**src/rtl/tug_of_war_game.sv**
```systemverilog
// Tug-of-war game core: the human (KEY[0]) pulls the rope right, an LFSR-driven computer
// pulls it left; rope position on LEDR[9:1], per-player 0-7 win score on HEX0/HEX5.
module tug_of_war_game #(
   parameter int TICK_SEL = 15
) (
   input  logic       CLOCK_50,
   input  logic       reset_n,
   input  logic [3:0] KEY,
   input  logic [9:0] SW,
   output logic [9:0] LEDR,
   output logic [6:0] HEX0,
   output logic [6:0] HEX1,
   output logic [6:0] HEX2,
   output logic [6:0] HEX3,
   output logic [6:0] HEX4,
   output logic [6:0] HEX5
);
   // Mask of the divider bits that must all be ones; TICK_SEL=0 gives an empty mask (tick always).
   localparam logic [31:0] TICK_MASK  = (32'd1 << TICK_SEL) - 32'd1;
   localparam logic [8:0]  POS_CENTER = 9'b0_0001_0000;

   logic [31:0] r_div;
   logic [9:0]  r_lfsr;
   logic [2:0]  r_h_sync;
   logic [2:0]  r_c_sync;
   logic [8:0]  r_pos;
   logic [2:0]  r_score_r;
   logic [2:0]  r_score_l;

   logic w_tick;
   logic w_human;
   logic w_cp;
   logic w_r_press;
   logic w_l_press;
   logic w_right_win;
   logic w_left_win;
   logic w_unused;

   assign w_tick      = &(r_div | ~TICK_MASK);
   assign w_human     = ~KEY[0];
   assign w_cp        = (r_lfsr > {1'b0, SW[8:0]});
   // Stage 1 is bit 0; a press is a rising edge seen between stages 2 and 3.
   assign w_r_press   = r_h_sync[1] & ~r_h_sync[2];
   assign w_l_press   = r_c_sync[1] & ~r_c_sync[2];
   assign w_right_win = r_pos[0] & w_r_press & ~w_l_press;
   assign w_left_win  = r_pos[8] & w_l_press & ~w_r_press;
   assign w_unused    = &{1'b0, KEY[3:1]};

   always_ff @(posedge CLOCK_50 or negedge reset_n) begin
      if (!reset_n) begin
         r_div <= '0;
      end else begin
         r_div <= r_div + 32'd1;
      end
   end

   always_ff @(posedge CLOCK_50 or negedge reset_n) begin
      if (!reset_n) begin
         r_lfsr    <= '0;
         r_h_sync  <= '0;
         r_c_sync  <= '0;
         r_pos     <= POS_CENTER;
         r_score_r <= '0;
         r_score_l <= '0;
      end else if (w_tick) begin
         if (SW[9]) begin
            r_lfsr    <= '0;
            r_h_sync  <= '0;
            r_c_sync  <= '0;
            r_pos     <= POS_CENTER;
            r_score_r <= '0;
            r_score_l <= '0;
         end else begin
            r_lfsr <= {r_lfsr[8:0], ~(r_lfsr[9] ^ r_lfsr[6])};
            if (w_right_win || w_left_win) begin
               r_pos    <= POS_CENTER;
               r_h_sync <= '0;
               r_c_sync <= '0;
               if (w_right_win && (r_score_r != 3'd7)) begin
                  r_score_r <= r_score_r + 3'd1;
               end
               if (w_left_win && (r_score_l != 3'd7)) begin
                  r_score_l <= r_score_l + 3'd1;
               end
            end else begin
               r_h_sync <= {r_h_sync[1:0], w_human};
               r_c_sync <= {r_c_sync[1:0], w_cp};
               if (w_l_press && !w_r_press) begin
                  r_pos <= {r_pos[7:0], 1'b0};
               end else if (w_r_press && !w_l_press) begin
                  r_pos <= {1'b0, r_pos[8:1]};
               end
            end
         end
      end
   end

   function automatic logic [6:0] hex_digit(input logic [2:0] v);
      case (v)
         3'd0:    hex_digit = 7'b1000000;
         3'd1:    hex_digit = 7'b1111001;
         3'd2:    hex_digit = 7'b0100100;
         3'd3:    hex_digit = 7'b0110000;
         3'd4:    hex_digit = 7'b0011001;
         3'd5:    hex_digit = 7'b0010010;
         3'd6:    hex_digit = 7'b0000010;
         default: hex_digit = 7'b1111000;
      endcase
   endfunction

   assign LEDR = {r_pos, 1'b0};
   assign HEX0 = hex_digit(r_score_r);
   assign HEX1 = 7'b1111111;
   assign HEX2 = 7'b1111111;
   assign HEX3 = 7'b1111111;
   assign HEX4 = 7'b1111111;
   assign HEX5 = hex_digit(r_score_l);

endmodule

```
**config.mk**
```make
export PLATFORM = sky130hd
export DESIGN_NAME = tug_of_war_game
export DESIGN_NICKNAME = d
export VERILOG_FILES = /design/src/rtl/tug_of_war_game.sv
export SDC_FILE = /design/constraint.sdc
export NUM_CORES = 1
export LEC_CHECK = 0
export CORE_UTILIZATION = 54
export DETAILED_ROUTE_END_ITERATION = 8
export HOLD_SLACK_MARGIN = 0.03
export PLACE_DENSITY = 0.88
export SLEW_MARGIN = 0
export SYNTH_ARGS = -nofsm -noshare
export SYNTH_HDL_FRONTEND = slang
export SYNTH_SLANG_ARGS = --single-unit
```
**constraint.sdc**
```tcl
create_clock -name CLOCK_50 -period 5.3 [get_ports CLOCK_50]
set_input_delay 1.06 -clock CLOCK_50 [delete_from_list [all_inputs] [get_ports CLOCK_50]]
set_output_delay 1.06 -clock CLOCK_50 [all_outputs]
set_load 0.1 [all_outputs]
```
==> impl_metrics.yaml, run 1 <==
sta:
  rsz0062_at_grt: "false"
  min_period_ps: 3775
  setup_viol: 0
  worst_slew_pin_slew_ps: 984.0
  max_freq_mhz: 264.9
  fin_tns_setup_ps: 0
  worst_slack_ps: 1525
  hold_viol_final: 0
  max-slew-margin-rel: 0.3419
  min_period_over_period: 0.7122
  report.final.slew_viol_count: 0
  fin_skew_ps: 13.53
  whs_ps: 476.7
critical_path:
  worst-path-max-fanout: 6
  max_stage_delay_ps: 1140
  worst-r2r-cell-count: 5
  crit_path_end_kind: "output port"
  critPathTopFamily: "buffers and inverters"
  path_depth: 6
  path_buf_inv: 2
  crit_slowest_cell: "clkdlybuf4s50_1"
  path_cells: "inv_1 > ha_1 > nor2_1 > a21oi_1 > a21oi_1 > clkdlybuf4s50_1"
  crit_top_cell: "a21oi_1"
  crit_required_ps: 4240
  worstPathArrival_ps: 2710
  worstSetupStartpointType: "register"
  crit_type: "reg2out"
hold_path:
  hold_depth: 1
  min_path_type: "reg2reg"
grt:
  track_usage: 0.1984
  grt_pass1_vias: 2000
  grt_max_degree: 47
  antenna_found_initial: 0
  grt_pass1_wl_um: 8659
  overflow: 0
synth:
  yosysSeqAreaShare: 0.3911
  synth_top_area_cell: "dfrtp_1"
  ys_types: 46
  yosys.area.top_type_share: 0.3822
  synth_edf_count: 0
  synth_area_leaders: "dfrtp_1 (38%), ha_1 (9.8%), buf_4 (7.4%), o21ai_0 (4.1%), inv_1 (3.4%)"
  ys_top_cells_by_count: "dfrtp_1 (45), buf_4 (29), inv_1 (27), nand2_1 (24), o21ai_0 (24)"
  syn_area_mm2: 0.002947
  syn_area_per_cell_um2: 9.354
  yosysMostFrequentCell: "dfrtp_1"
  ys_ff_latch: 46
  synth_ff_type: "dfrtp_1"
  synth-async-reset-ratio: 1.000
  synth_warnings: 0
  synthCells: 315
die:
  dieArea_mm2: 0.005756
  ioPinCount: 68
  num_rows: 26
  fp.dieH_um: 75.87
  initial_core_util: 0.5697
  coreArea_mm2: 0.005172
  die_w_um: 75.87
route:
  initialDrtViolationCount: 130
  firstDrtPassIters: 4
  routed_wl_um: 5005
  ant_nets: 0
  route.detailed.drc: 0
  via_per_inst: 5.220
  wl_per_cell_um: 11.97
  via_count: 2182
clock_tree:
  cts.sinks: 46
  ctsHoldBuffers: 0
  clkSlewWorstSetupHoldPaths_ps: 90
  postCtsSetupBuffers: 0
  cts_buffers: 5
  cts.path.max_buffers: 2
  h-tree-depth: 2
  cts_resized: 0
  insertion_delay_ps: 310
  cts_tree: "done"
  cts_root_buffer: "clkbuf_8"
placement:
  gp_congestion: 0.7787
  dp.cells: 410
  placed_area_mm2: 0.003232
  dpl.hpwl_um: 3688
  post-place-ws_ps: 1869
  io_buffers: 35
layout:
  syn_to_final_growth_pct: 13.25
  utilization: 0.6451
  drive_above_1_share: 0.05172
  instances_no_fill: 418
  nets: 386
  antenna_cells: 0
  fin_area_mm2: 0.003337
outcome:
  status: "finished clean"
pwr:
  p_leak_nw: 1.634
  ir_drop_mv: 0.1774
  p_per_area_mw_per_mm2: 211.8
  finalPower_mw: 0.7067
job:
  cap_violations: 0
## worst paths after layout
| check | from | end | slack [ps] |
|---|---|---|---|
| max | r_score_r[0] | HEX0[4] | 1530 |
| min | r_div[0] | r_div[0] | 480 |
| max reg2reg | r_score_l[0] | r_score_l[2] | 3090 |
| min reg2reg | r_div[0] | r_div[0] | 480 |
| max in group asynchronous | reset_n | r_lfsr[3] | 3790 |
| min in group asynchronous | reset_n | r_pos[3] | 910 |
## per-layer routing
metal | vias to the layer above | wire length, um | track usage
li1 | 1101 | - | -
met1 | 1030 | 2290 | 0.2502
met2 | 44 | 2448 | 0.3422
met3 | 7 | 196 | 0.03704
met4 | 0 | 70 | 0.06790
met5 | - | 0 | 0
## layout make-up
type | count | area (um^2)
clock buffers | 7 | 96.34
clock inverters | 1 | 8.758
fillers | 404 | 1836
inverters | 27 | 101.3
multi-input cells | 231 | 1538
flip-flops and latches | 46 | 1152
well taps | 70 | 87.58
repair buffers | 36 | 352.8
## cell usage in the layout (no fill, tap or decap), drive strengths merged, types with 2 or more instances in the layout
| cell | count |
|---|---|
| dfrtp | 45 |
| clkdlybuf4s50 | 34 |
| conb | 29 |
| inv | 27 |
| o21ai | 24 |
| nand2 | 24 |
| ha | 23 |
| nor2 | 16 |
| nand2b | 12 |
| nor3 | 12 |
| xor2 | 8 |
| o2bb2ai | 8 |
| clkbuf | 7 |
| nand3 | 6 |
| xnor2 | 6 |
| mux2i | 6 |
| nor2b | 5 |
| a211o | 5 |
| nand4 | 5 |
| a21oi | 4 |
| a211oi | 4 |
| mux2 | 3 |
| a21o | 3 |
| o31ai | 3 |
| nor4 | 3 |
| nor4b | 3 |
| o21a | 2 |
| or4 | 2 |
| o41ai | 2 |
| o311ai | 2 |
| buf | 2 |
## state kept, by name (all words and copies together) (netlist names)
signal     flops
r_h_sync       3
r_pos          9
r_div         15
r_score_l      3
r_c_sync       3
r_score_r      3
r_lfsr        10
## cells by family (layout without fill, tap and decap cells)
| kind of cell | count (synthesis) | in the layout | share of synthesized area |
|---|---|---|---|
| compound gates | 61 | 61 | 0.1444 |
| xor+xnor | 14 | 14 | 0.04161 |
| fa+ha+maj | 23 | 23 | 0.09767 |
| buf+inv | 65 | 71 | 0.1214 |
| flops | 46 | 46 | 0.3911 |
| mux | 9 | 9 | 0.03185 |
| other cells | 2 | 29 | 0.002549 |
| simple gates | 95 | 95 | 0.1694 |
## where the power goes
part | internal (mW) | switching [mW]
Combinational | 0.0138 | 0.106
Clock | 0.119 | 0.117
Sequential | 0.351 | 0.000000000371
Total | 0.484 | 0.223
(Power assumes the default switching activity.)
==> run 2, diff against run 1 <==
CORE_UTILIZATION = 46   (was 54)
PLACE_DENSITY = 0.8   (was 0.88)
clock period = 3.2 ns   (was 5.3 ns; I/O delays follow)
==> run 2 against run 1 <==
  * Sequential cell count unchanged
  * Clock power grew 120%
  * Power rose by 83%
  * Setup slack got worse by 850 ps
  * Clock-buffer cell count decreased by 2
  * Register-to-register slack got worse by 2300 ps
  * Combinational power is 67% higher
  * Critical path depth unchanged
  * Worst hold slack improved by 2.0 ps
  * Largest cell class unchanged
==> impl_metrics.yaml, run 2 (synthesis gave the netlist of run 1 again) <==
critical_path:
  crit_slowest_cell: "dfrtp_1"
  crit_path_end_kind: "output port"
  crit_type: "reg2out"
  crit_required_ps: 2560
  crit_top_cell: "a21oi_1"
  worst-path-max-fanout: 6
  worstSetupStartpointType: "register"
  worstPathArrival_ps: 1880
  max_stage_delay_ps: 450
  path_cells: "inv_1 > ha_1 > nor2_1 > a21oi_1 > a21oi_1 > buf_4"
pwr:
  p_per_area_mw_per_mm2: 387.4
  ir_drop_mv: 0.2875
  p_leak_nw: 1.689
die:
  fp.dieH_um: 82.04
  die_w_um: 82.04
  ioPinCount: 68
  initial_core_util: 0.4862
  dieArea_mm2: 0.006730
  num_rows: 28
  coreArea_mm2: 0.006061
hold_path:
  min_path_type: "reg2reg"
route:
  via_per_inst: 5.138
  via_count: 2189
  route.detailed.drc: 0
  ant_nets: 0
  initialDrtViolationCount: 98
  routed_wl_um: 5216
  wl_per_cell_um: 12.24
  firstDrtPassIters: 4
sta:
  min_period_over_period: 0.7875
  max_freq_mhz: 396.8
  fin_skew_ps: 8.301
  worst_slew_pin_slew_ps: 1018
  fin_tns_setup_ps: 0
  min_period_ps: 2520
  max-slew-margin-rel: 0.3216
  rsz0062_at_grt: "false"
  setup_viol: 0
  report.final.slew_viol_count: 0
  hold_viol_final: 0
job:
  cap_violations: 0
clock_tree:
  insertion_delay_ps: 300
  ctsHoldBuffers: 0
  cts_tree: "done"
  cts_root_buffer: "clkbuf_8"
  cts.path.max_buffers: 2
  cts_resized: 0
  cts.sinks: 46
  clkSlewWorstSetupHoldPaths_ps: 90
  h-tree-depth: 2
  postCtsSetupBuffers: 0
  cts_buffers: 5
layout:
  instances_no_fill: 426
  reg.largest.list: "r_div (15), r_lfsr (10), r_pos (9)"
  n_fill_cell: 533
  drive_above_1_share: 0.1254
  final_common_cell: "dfrtp_1"
  layout_common_cells: "dfrtp_1 (45), conb_1 (29), inv_1 (27), buf_4 (27)"
  syn_to_final_growth_pct: 13.38
  nets: 389
  regMostFlops: "r_div"
  antenna_cells: 0
  largest_register_ffs: 15
outcome:
  status: "finished clean"
placement:
  io_buffers: 35
  dp.cells: 418
  dpl.hpwl_um: 3855
  gp_congestion: 0.7631
grt:
  track_usage: 0.1698
  grt_pass1_wl_um: 8921
  antenna_found_initial: 0
  overflow: 0
  grt_max_degree: 47
  grt_pass1_vias: 2048
## run 2: cell count changes in the layout (fill, tap and decap cells not counted)
cell	before	now
buf_4	1	27
clkbuf_8	7	5
clkdlybuf4s50_1	34	11
bufinv_16	0	2
## run 2: metrics by stage
step                instance area, um^2  setup slack, ps  power, mW  utilization  hold slack [ps]
floorplan                          3048            99.15     0.7892            -            344.4
global placement                   3203            809.9     0.7909       0.5285            455.8
detailed placement                 3203            778.2     0.7926       0.5285            459.1
finish                             3341            680.1      1.294       0.5512            478.7
global route                       3341            526.4      1.339       0.5512            508.9
CTS                                3341            664.8      1.302       0.5512            483.0
## run 2: layer usage
| layer | track usage | routed length [um] | vias to the layer above |
|---|---|---|---|
| met5 | 0 | 0 | - |
| met4 | 0.03684 | 58 | 0 |
| met3 | 0.03889 | 186 | 7 |
| met2 | 0.3025 | 2462 | 45 |
| met1 | 0.2075 | 2510 | 1031 |
| li1 | - | - | 1106 |
## run 2: power breakdown
group	switching (mW)	internal (mW)	leakage (nW)
Sequential	0.000000000623	0.581	0.510
Combinational	0.176	0.0245	1.11
Clock	0.200	0.313	0.0683
## run 2: critical path: cells and delay by family, from the launching register on
kind | cells | cell delay [ps]
buffers and inverters | 2 | 410
and+or+nand+nor | 1 | 200
DFF | 1 | 450
adders and majority gates | 1 | 280
AOI/OAI and AO/OA | 2 | 250
## run 2: path summary, 6_finish.rpt
check                        startpoint     endpoint  slack [ps]  cells past startpoint
max                        r_score_r[0]      HEX0[4]         680                      6
min                         r_c_sync[2]  r_c_sync[2]         480                      2
max reg2reg                    r_div[0]  r_c_sync[0]         840                      5
min reg2reg                 r_c_sync[2]  r_c_sync[2]         480                      2
max in group asynchronous       reset_n     r_div[4]        2060                      1
min in group asynchronous       reset_n     r_pos[5]         510                      1
## run 2: layout make-up
| class | count | area, um^2 | area share |
|---|---|---|---|
| multi-input combinational | 231 | 1538 | 0.4603 |
| sequential | 46 | 1152 | 0.3449 |
| timing repair buffer | 39 | 317.8 | 0.09513 |
| inverter | 27 | 101.3 | 0.03034 |
| tap | 75 | 93.84 | 0.02809 |
| clock buffer | 5 | 68.82 | 0.02060 |
| clock inverter | 3 | 68.82 | 0.02060 |
==> run 3, diff against run 2 <==
clock period = 2.1 ns   (was 3.2 ns; I/O delays follow)
==> run 3 against run 2 <==
  * Worst hold slack worse by 290 ps
  * Non-clock buffer count rose by 13
  * First-iteration DRC count up 87%
  * Sequential power grew 52%
  * Largest cell class unchanged
  * Setup slack lost 690 ps
  * Critical path depth unchanged
  * Clock-buffer cell count up 3
  * Core utilization increased by 7.6 points
  * Clock skew up 1.9 ps
  * The run now ends with negative setup slack left
  * Combinational power grew 53%
  * Highest routed layer unchanged
==> impl_metrics.yaml, run 3 (synthesis gave the netlist of run 1 again) <==
critical_path:
  r2r_end: "r_score_r[2]"
  path_buf_inv: 2
  worstPathArrival_ps: 1690
  crit_required_ps: 1680
  worst-r2r-cell-count: 6
  path_cells: "inv_2 > ha_2 > nor3_2 > nor3_1 > a31oi_2 > buf_12"
  crit_path_end_kind: "output port"
  worst-path-max-fanout: 5
  worstSetupStartpointType: "register"
  critPathLaunch: "r_score_l[1]"
  critPathTopFamily: "flip-flops"
  r2r_slack_ps: 150
  crit_slowest_cell: "dfrtp_1"
  max_stage_delay_ps: 420
  regToRegStartpoint: "r_div[1]"
  crit_type: "reg2out"
route:
  firstDrtPassIters: 5
  route.detailed.drc: 0
  via_count: 2305
  ant_nets: 0
  via_per_inst: 5.251
  initialDrtViolationCount: 183
  wl_per_cell_um: 13.26
  routed_wl_um: 5819
pwr:
  power.internal_mw: 1.256
  pwr-share-clk: 0.343
  power_switching_mw: 0.5594
  p_leak_nw: 1.823
  p_comb_frac: 0.169
  finalPower_mw: 1.815
  ir_drop_mv: 0.3612
  p_per_area_mw_per_mm2: 477.6
  p_sw_frac: 0.3082
  sequentialPowerShare: 0.487
clock_tree:
  ctsHoldBuffers: 0
  cts_root_buffer: "clkbuf_8"
  cts_tree: "done"
  cts_buffers: 5
  h-tree-depth: 2
  insertion_delay_ps: 300
  clkSlewWorstSetupHoldPaths_ps: 90
  cts.sinks: 46
  cts.path.max_buffers: 2
placement:
  gp_congestion: 0.7699
  io_buffers: 35
  dp.cells: 425
  dpl.hpwl_um: 4012
die:
  initial_core_util: 0.4862
  coreArea_mm2: 0.006061
  die_w_um: 82.04
  dieArea_mm2: 0.006730
  num_rows: 28
  fp.dieH_um: 82.04
  ioPinCount: 68
grt:
  track_usage: 0.1903
  antenna_found_initial: 0
  grt_pass1_wl_um: 9825
  overflow: 0
  grt_pass1_vias: 2221
  grt_max_degree: 47
sta:
  min_period_ps: 2112
  max-slew-margin-rel: 0.6099
  hold_viol_final: 0
  rsz0062_at_grt: "true"
  setup_viol: 3
  worst_slack_ps: -11.51
  min_period_over_period: 1.005
  report.final.slew_viol_count: 0
  fin_tns_setup_ps: -15.36
  max_freq_mhz: 473.6
  fin_skew_ps: 10.24
  whs_ps: 185.6
  worst_slew_pin_slew_ps: 585.2
layout:
  instances_no_fill: 439
  drive_above_1_share: 0.2500
  utilization: 0.6272
  syn_to_final_growth_pct: 29.00
  layout_common_cells: "dfrtp_1 (42), conb_1 (29), nand2_1 (24)"
  regMostFlops: "r_div"
  antenna_cells: 0
  final_common_cell: "dfrtp_1"
  reg.largest.list: "r_div (15), r_lfsr (10), r_pos (9)"
  largest_register_ffs: 15
  nets: 402
  n_fill_cell: 468
hold_path:
  min_path_type: "in2async"
outcome:
  violations: "negative setup slack"
  status: "complete, but fails checks"
job:
  cap_violations: 0
[run 3: final cells by class]
type	count	area, um^2	area share
sequential	46	1156	0.3041
multi-input combinational	231	1718	0.4519
tap	75	93.84	0.02469
timing repair buffer	52	619.3	0.1629
clock buffer	8	110.1	0.02897
inverter	27	103.9	0.02732
[run 3: per-stage QoR]
step	worst slack [ps]	instance area [um^2]
final	-11.51	3801
after detailed placement	-36.42	3498
after CTS	-7.077	3737
after global routing	-81.45	3801
after floorplan	-230.7	3090
after global placement	-8.534	3498
[run 3: worst max-delay path by stage]
| stage | to | slack [ps] | cells past startpoint |
|---|---|---|---|
| 2_1_floorplan | HEX5[4] | -230 | 5 |
| 3_3_place_gp | r_c_sync[0] | -9 | 7 |
| 3_5_place_dp | r_c_sync[0] | -40 | 7 |
| 4_1_cts | HEX5[4] | -7 | 6 |
| 5_1_grt | HEX5[4] | -80 | 6 |
| 6_report | HEX5[4] | -10 | 6 |
[run 3: timing repair]
action | in CTS | in global routing
resized for setup | 26 | 16
buffers inserted | 5 | 1
endpoints found under the setup margin | 8 | 16
endpoints found under the hold margin | 0 | 0
pin swaps | 2 | 5
[run 3: power by group through the flow]
stage	combinational, mW	clock [mW]	sequential [mW]
3_5_place_dp	0.308	0	0.903
5_1_grt	0.326	0.676	0.885
2_1_floorplan	0.300	0	0.903
6_report	0.307	0.624	0.885
3_3_place_gp	0.304	0	0.903
4_1_cts	0.308	0.638	0.885
[run 3: routing by layer]
layer / wire [um] / share of wire / track usage
met1: 2619 / 0.45 / 0.2426
met2: 2929 / 0.50 / 0.3264
met3: 157 / 0.027 / 0.02556
met4: 113 / 0.019 / 0.07018
met5: 0 / 0 / 0
